==> src/rtl/p2_link_rx.sv <==
// p2_link_rx
// Serial receiver for the player-2 controller link. Recovers five button
// levels from a single idle-high line driven by the slave board and holds
// them until the next good frame, or clears them if the link goes quiet.
//
// Frame, LSB first: start(0), d0=up, d1=down, d2=left, d3=right, d4=attack,
// [even parity over d0..d4], stop(1).
//
// Build option:
//   P2_LINK_PARITY_EN  defined   -> 8-bit frames with a parity bit, checked.
//                      undefined -> 7-bit frames, start/stop checks only.
//   The slave-side transmitter must use the same setting.
//
// Parameters:
//   CLKS_PER_BIT  clk cycles per serial bit (>= 4)
//   TIMEOUT_CLKS  clk cycles without a good frame before the link is lost
//
// Ports:
//   clk          system clock
//   reset        asynchronous, active-low reset
//   rx_in        raw serial line (asynchronous, idles high)
//   btn_up/down/left/right/attack   latched player-2 button levels
//   frame_valid  one-cycle strobe: a good frame has just loaded the buttons
//   frame_err    one-cycle strobe: a frame was rejected (start/parity/stop)
//   link_ok      high while good frames keep arriving within TIMEOUT_CLKS
//
// frame_valid and frame_err are bare strobes with no ready/back-pressure:
// a consumer must act in the single cycle they are high; they are never
// high together.

module p2_link_rx #(
   parameter int CLKS_PER_BIT = 868,
   parameter int TIMEOUT_CLKS = 2000000
) (
   input  logic clk,
   input  logic reset,
   input  logic rx_in,
   output logic btn_up,
   output logic btn_down,
   output logic btn_left,
   output logic btn_right,
   output logic btn_attack,
   output logic frame_valid,
   output logic frame_err,
   output logic link_ok
);

   localparam int CW = $clog2(CLKS_PER_BIT);
   localparam int TW = $clog2(TIMEOUT_CLKS + 1);

   localparam logic [CW-1:0] HALF_LAST = CW'(CLKS_PER_BIT / 2 - 1);
   localparam logic [CW-1:0] BIT_LAST  = CW'(CLKS_PER_BIT - 1);
   localparam logic [TW-1:0] TMO_LAST  = TW'(TIMEOUT_CLKS - 1);
   localparam logic [TW-1:0] TMO_MAX   = TW'(TIMEOUT_CLKS);

   typedef enum logic [2:0] {
      S_IDLE,
      S_START,
      S_DATA,
`ifdef P2_LINK_PARITY_EN
      S_PARITY,
`endif
      S_STOP,
      S_WAIT_HIGH
   } state_t;

   state_t        state, state_d;
   logic          rx_meta, rx_sync, rx_prev;
   logic [CW-1:0] cnt, cnt_d;
   logic [2:0]    bit_cnt, bit_d;
   logic [4:0]    shift, shift_d;
   logic [4:0]    btn_q;
   logic [TW-1:0] tmo_cnt;
   logic          load_btn, reject;
   logic          par_ok;
`ifdef P2_LINK_PARITY_EN
   logic          par_ok_d;
`else
   assign par_ok = 1'b1;
`endif

   // Two-flop synchronizer plus one delayed copy for falling-edge detection.
   // All three reset high so a released reset on an idle line is not a start.
   always_ff @(posedge clk or negedge reset) begin
      if (!reset) begin
         rx_meta <= 1'b1;
         rx_sync <= 1'b1;
         rx_prev <= 1'b1;
      end else begin
         rx_meta <= rx_in;
         rx_sync <= rx_meta;
         rx_prev <= rx_sync;
      end
   end

   // FSM state and frame datapath registers.
   always_ff @(posedge clk or negedge reset) begin
      if (!reset) begin
         state   <= S_IDLE;
         cnt     <= '0;
         bit_cnt <= '0;
         shift   <= '0;
`ifdef P2_LINK_PARITY_EN
         par_ok  <= 1'b0;
`endif
      end else begin
         state   <= state_d;
         cnt     <= cnt_d;
         bit_cnt <= bit_d;
         shift   <= shift_d;
`ifdef P2_LINK_PARITY_EN
         par_ok  <= par_ok_d;
`endif
      end
   end

   // Next-state and per-frame control. All samples happen when cnt reaches
   // its terminal value, i.e. at mid-bit since START only waits half a bit.
   always_comb begin
      state_d  = state;
      cnt_d    = cnt;
      bit_d    = bit_cnt;
      shift_d  = shift;
`ifdef P2_LINK_PARITY_EN
      par_ok_d = par_ok;
`endif
      load_btn = 1'b0;
      reject   = 1'b0;
      case (state)
         S_IDLE: begin
            if (rx_prev && !rx_sync) begin
               state_d = S_START;
               cnt_d   = '0;
            end
         end
         S_START: begin
            if (cnt == HALF_LAST) begin
               cnt_d = '0;
               if (!rx_sync) begin
                  state_d = S_DATA;
                  bit_d   = '0;
               end else begin
                  reject  = 1'b1;
                  state_d = S_IDLE;
               end
            end else begin
               cnt_d = cnt + 1'b1;
            end
         end
         S_DATA: begin
            if (cnt == BIT_LAST) begin
               cnt_d   = '0;
               shift_d = {rx_sync, shift[4:1]};
               if (bit_cnt == 3'd4) begin
`ifdef P2_LINK_PARITY_EN
                  state_d = S_PARITY;
`else
                  state_d = S_STOP;
`endif
               end else begin
                  bit_d = bit_cnt + 1'b1;
               end
            end else begin
               cnt_d = cnt + 1'b1;
            end
         end
`ifdef P2_LINK_PARITY_EN
         S_PARITY: begin
            if (cnt == BIT_LAST) begin
               cnt_d    = '0;
               par_ok_d = (rx_sync == ^shift);
               state_d  = S_STOP;
            end else begin
               cnt_d = cnt + 1'b1;
            end
         end
`endif
         S_STOP: begin
            if (cnt == BIT_LAST) begin
               cnt_d = '0;
               if (rx_sync) begin
                  load_btn = par_ok;
                  reject   = !par_ok;
                  state_d  = S_IDLE;
               end else begin
                  // Low stop bit: framing error or a break. Wait for the line
                  // to recover so a held-low line is not seen as new starts.
                  reject  = 1'b1;
                  state_d = S_WAIT_HIGH;
               end
            end else begin
               cnt_d = cnt + 1'b1;
            end
         end
         S_WAIT_HIGH: begin
            if (rx_sync) state_d = S_IDLE;
         end
         default: state_d = S_IDLE;
      endcase
   end

   // Button latch, strobes and link timeout. A good frame in the same cycle
   // as expiry wins. The timeout counter saturates at TIMEOUT_CLKS.
   always_ff @(posedge clk or negedge reset) begin
      if (!reset) begin
         btn_q       <= '0;
         frame_valid <= 1'b0;
         frame_err   <= 1'b0;
         link_ok     <= 1'b0;
         tmo_cnt     <= '0;
      end else begin
         frame_valid <= load_btn;
         frame_err   <= reject;
         if (load_btn) begin
            btn_q   <= shift;
            link_ok <= 1'b1;
            tmo_cnt <= '0;
         end else begin
            if (tmo_cnt != TMO_MAX) tmo_cnt <= tmo_cnt + 1'b1;
            if (tmo_cnt >= TMO_LAST) begin
               btn_q   <= '0;
               link_ok <= 1'b0;
            end
         end
      end
   end

   assign btn_up     = btn_q[0];
   assign btn_down   = btn_q[1];
   assign btn_left   = btn_q[2];
   assign btn_right  = btn_q[3];
   assign btn_attack = btn_q[4];

endmodule

==> config.mk <==
export PLATFORM = sky130hd
export DESIGN_NAME = p2_link_rx
export DESIGN_NICKNAME = d
export VERILOG_FILES = /design/src/rtl/p2_link_rx.sv
export SDC_FILE = /design/constraint.sdc
export NUM_CORES = 1
export LEC_CHECK = 0
export CAP_MARGIN = 40
export CORE_MARGIN = 1.5
export CORE_UTILIZATION = 54
export DETAILED_ROUTE_END_ITERATION = 6
export GPL_TIMING_DRIVEN = 1
export PLACE_DENSITY = 0.8
export SLEW_MARGIN = 20
export SYNTH_ARGS = -nofsm -noshare
export SYNTH_HDL_FRONTEND = slang
export SYNTH_SLANG_ARGS = --single-unit
==> constraint.sdc <==
create_clock -name clk -period 1.9 [get_ports clk]
set_clock_uncertainty 0.15 [all_clocks]
set_input_delay 0.38 -clock clk [delete_from_list [all_inputs] [get_ports clk]]
set_output_delay 0.38 -clock clk [all_outputs]
set_load 0.05 [all_outputs]
==> flow_summary.ini <==
[clock_tree]
path_clk_slew_ns = 0.09
clock_sinks = 53
cts_tree = yes
cts_buffers = 5
clockRootBuffer = clkbuf_8
clock_latency_ns = 0.31
htreeDepth = 2
clk_path_buf_depth = 2

[floorplan]
core_region_area_um2 = 4755
die_w_um = 73.66
ios = 11
start_util_pct = 56.71
row_count = 25
dieArea_um2 = 5426
dieHeight_um = 73.66

[setup_path]
path_buf_inv = 0
critPathMaxStageDelay_ns = 0.56
crit_required_ns = 1.99
start_kind = register
critPathMaxFanout = 6
arrival_ns = 2.20
crit_type = reg -> reg
cp-end-kind = register
reg2reg_depth = 5
cp_cell_sequence = nor4_2, or4b_4, o311ai_4, o41ai_4, o21ai_1
rrSetupSlack_ns = -0.21
r2r-start = tmo_cnt[12]$_DFFE_PN0P_
cpLargestDelayFamily = simple AND/OR/NAND/NOR gates
worstReg2RegEnd = btn_q[2]$_DFFE_PN0P_
crit_path_top_delay_cell = or4b_4

[timing]
min_period_ns = 2.108
fin_hold_ws_ns = 0.2129
worst_pin_slew_ns = 0.7822
finalSetupViolCount = 26
hold_viol_final = 0
slew_viol_final = 0
period_share_pct = 110.9
timing.final.ws_setup_ns = -0.2080
maxSlewHeadroom_pct = 47.85
rsz0062_at_grt = yes
fmax_mhz = 474.4

[layout]
fin_util_pct = 75.61
n_antenna_cell = 0
drive_gt1_share_pct = 36.47
final_nets = 348
final_cells = 407
syn2layout_area_growth_pct = 33.32

[logic_synthesis]
synth_edf_count = 0
ys_seq_area_share_pct = 49.33
synthTopCellsByCount = dfrtp_1, nor2_1, nand2_1
syn-num-nets = 285
synth.avg_cell_area_um2 = 9.769
synth_top_area_share_pct = 46.40
ys_ff_latch = 53
ys.flop_type = dfrtp_1
yosysWarnings = 0
async_reset_ff_share_pct = 100.0
yosysUniqueCellTypes = 47
postSynthCellCount = 276
synthTopCellsByArea = dfrtp_1, nor2_1, xnor2_1, nand2_1, o21ai_0
syn_area_um2 = 2696
yosys.area.top_type = dfrtp_1
synth.most_common_cell = dfrtp_1

[placed_design]
place_congestion = 0.8976
dpl.cell_count = 389
io_buffers = 10
dpl_worst_slack_ns = -0.2097
hpwl_um = 4069

[global_routing]
grt.overflow.total = 0
grt_usage_pct = 23.77
grt_pass1_wl_um = 9915
grt_max_degree = 54
grt_pass1_vias = 2247
antenna_found_initial = 0

[drt]
drt-total-wl_um = 5987
vias = 2254
ant_nets = 0
wl_per_cell_um = 14.71
drt-pass1-iter-count = 4
drt-initial-drc-count = 111
viasPerCell = 5.538
drc_errors = 0

[min_path]
hp-class = reg -> reg
whs_path_depth = 0
hp-start = rx_meta$_DFF_PN1_
min_to = rx_sync$_DFF_PN1_

[pwr]
p_per_area_nw_per_um2 = 633.3
p_leak_nw = 1.619
ir_worst_vdd_mv = 0.4009

[status]
violations = negative setup slack
status = complete, but fails checks

[run]
max_cap_violations = 0
[report_power, final]
part	internal (W)	switching, W
registers	0.00115	0.0000307
clock network	0.000396	0.000364
logic	0.000175	0.000156
[metrics by stage]
step           cell area (µm²)  total power [W]  TNS, ns
3_5_place_dp              3212         0.001404   -3.329
5_1_grt                   3595         0.002377   -5.317
3_3_place_gp              3212         0.001395   -2.353
2_1_floorplan             2729         0.001277   -4.112
4_1_cts                   3457         0.002219   -2.988
6_report                  3595         0.002277   -3.260
[registers in the layout (all words and copies together) (netlist names)]
register / cells
link_ok: 1
frame_valid: 1
rx_prev: 1
tmo_cnt: 21
btn_q: 5
cnt: 10
bit_cnt: 3
rx_meta: 1
frame_err: 1
rx_sync: 1
shift: 5
state: 3
[timing repair]
action,4_1_cts,5_1_grt
resized for setup,17,39
pin swaps,6,25
cloned,1,0
setup buffers,7,5
hold endpoints to repair,50,0
setup endpoints to repair,27,41
hold buffers,1,0
[layout make-up]
class	count	area [µm²]
fillers	326	1160
flip-flops and latches	53	1334
multi-input cells	204	1478
clock buffers	6	72.57
well taps	67	83.83
inverters	11	41.29
clock inverters	2	38.79
repair buffers	64	546.8
[kinds of logic after synthesis]
family | after synthesis | share of synthesized area [%]
adder cells (fa/ha/maj) | 6 | 2.784
XOR/XNOR | 19 | 6.172
buffers and inverters | 19 | 3.619
flip-flops | 53 | 49.33
AO/OA/AOI/OAI | 44 | 10.67
multiplexers | 6 | 2.413
AND/OR/NAND/NOR | 129 | 25.01
[worst max-delay path by stage]
stage	endpoint	slack [ns]	cells after the start	startpoint
detailed placement	btn_q[1]$_DFFE_PN0P_	-0.21	5	tmo_cnt[14]$_DFFE_PN0P_
global placement	btn_q[4]$_DFFE_PN0P_	-0.16	4	tmo_cnt[14]$_DFFE_PN0P_
CTS	btn_q[1]$_DFFE_PN0P_	-0.19	5	tmo_cnt[14]$_DFFE_PN0P_
finish	btn_q[2]$_DFFE_PN0P_	-0.21	5	tmo_cnt[12]$_DFFE_PN0P_
global route	btn_q[2]$_DFFE_PN0P_	-0.33	5	tmo_cnt[12]$_DFFE_PN0P_
floorplan	bit_cnt[2]$_DFFE_PN0P_	-0.22	6	cnt[3]$_DFFE_PN0P_
[routing by layer]
layer | GRT usage [%] | share of wire, % | up-vias
met1 | 29.24 | 44 | 1133
met5 | 0 | 0 | -
met2 | 42.54 | 53 | 30
li1 | - | - | 1083
met4 | 6.379 | 1.4 | 0
met3 | 4.390 | 2.1 | 8
[layout by cell type (no fill, tap or decap), types with 3 or more instances in the layout]
cell,instances
dfrtp_2,3
or3_1,3
buf_4,51
nand3_1,12
buf_6,7
nor4_2,4
a21o_1,6
xor2_1,5
buf_12,3
or2_2,5
dfrtp_1,47
mux2_2,4
ha_1,4
nand2_1,26
nor3b_1,5
inv_1,9
o21ai_1,7
a21oi_1,7
clkbuf_8,5
nand4_1,4
o21ai_2,8
dfstp_2,3
nor2_1,33
nor3_1,10
xnor2_1,13
Power figures use the tool's default switching activity.
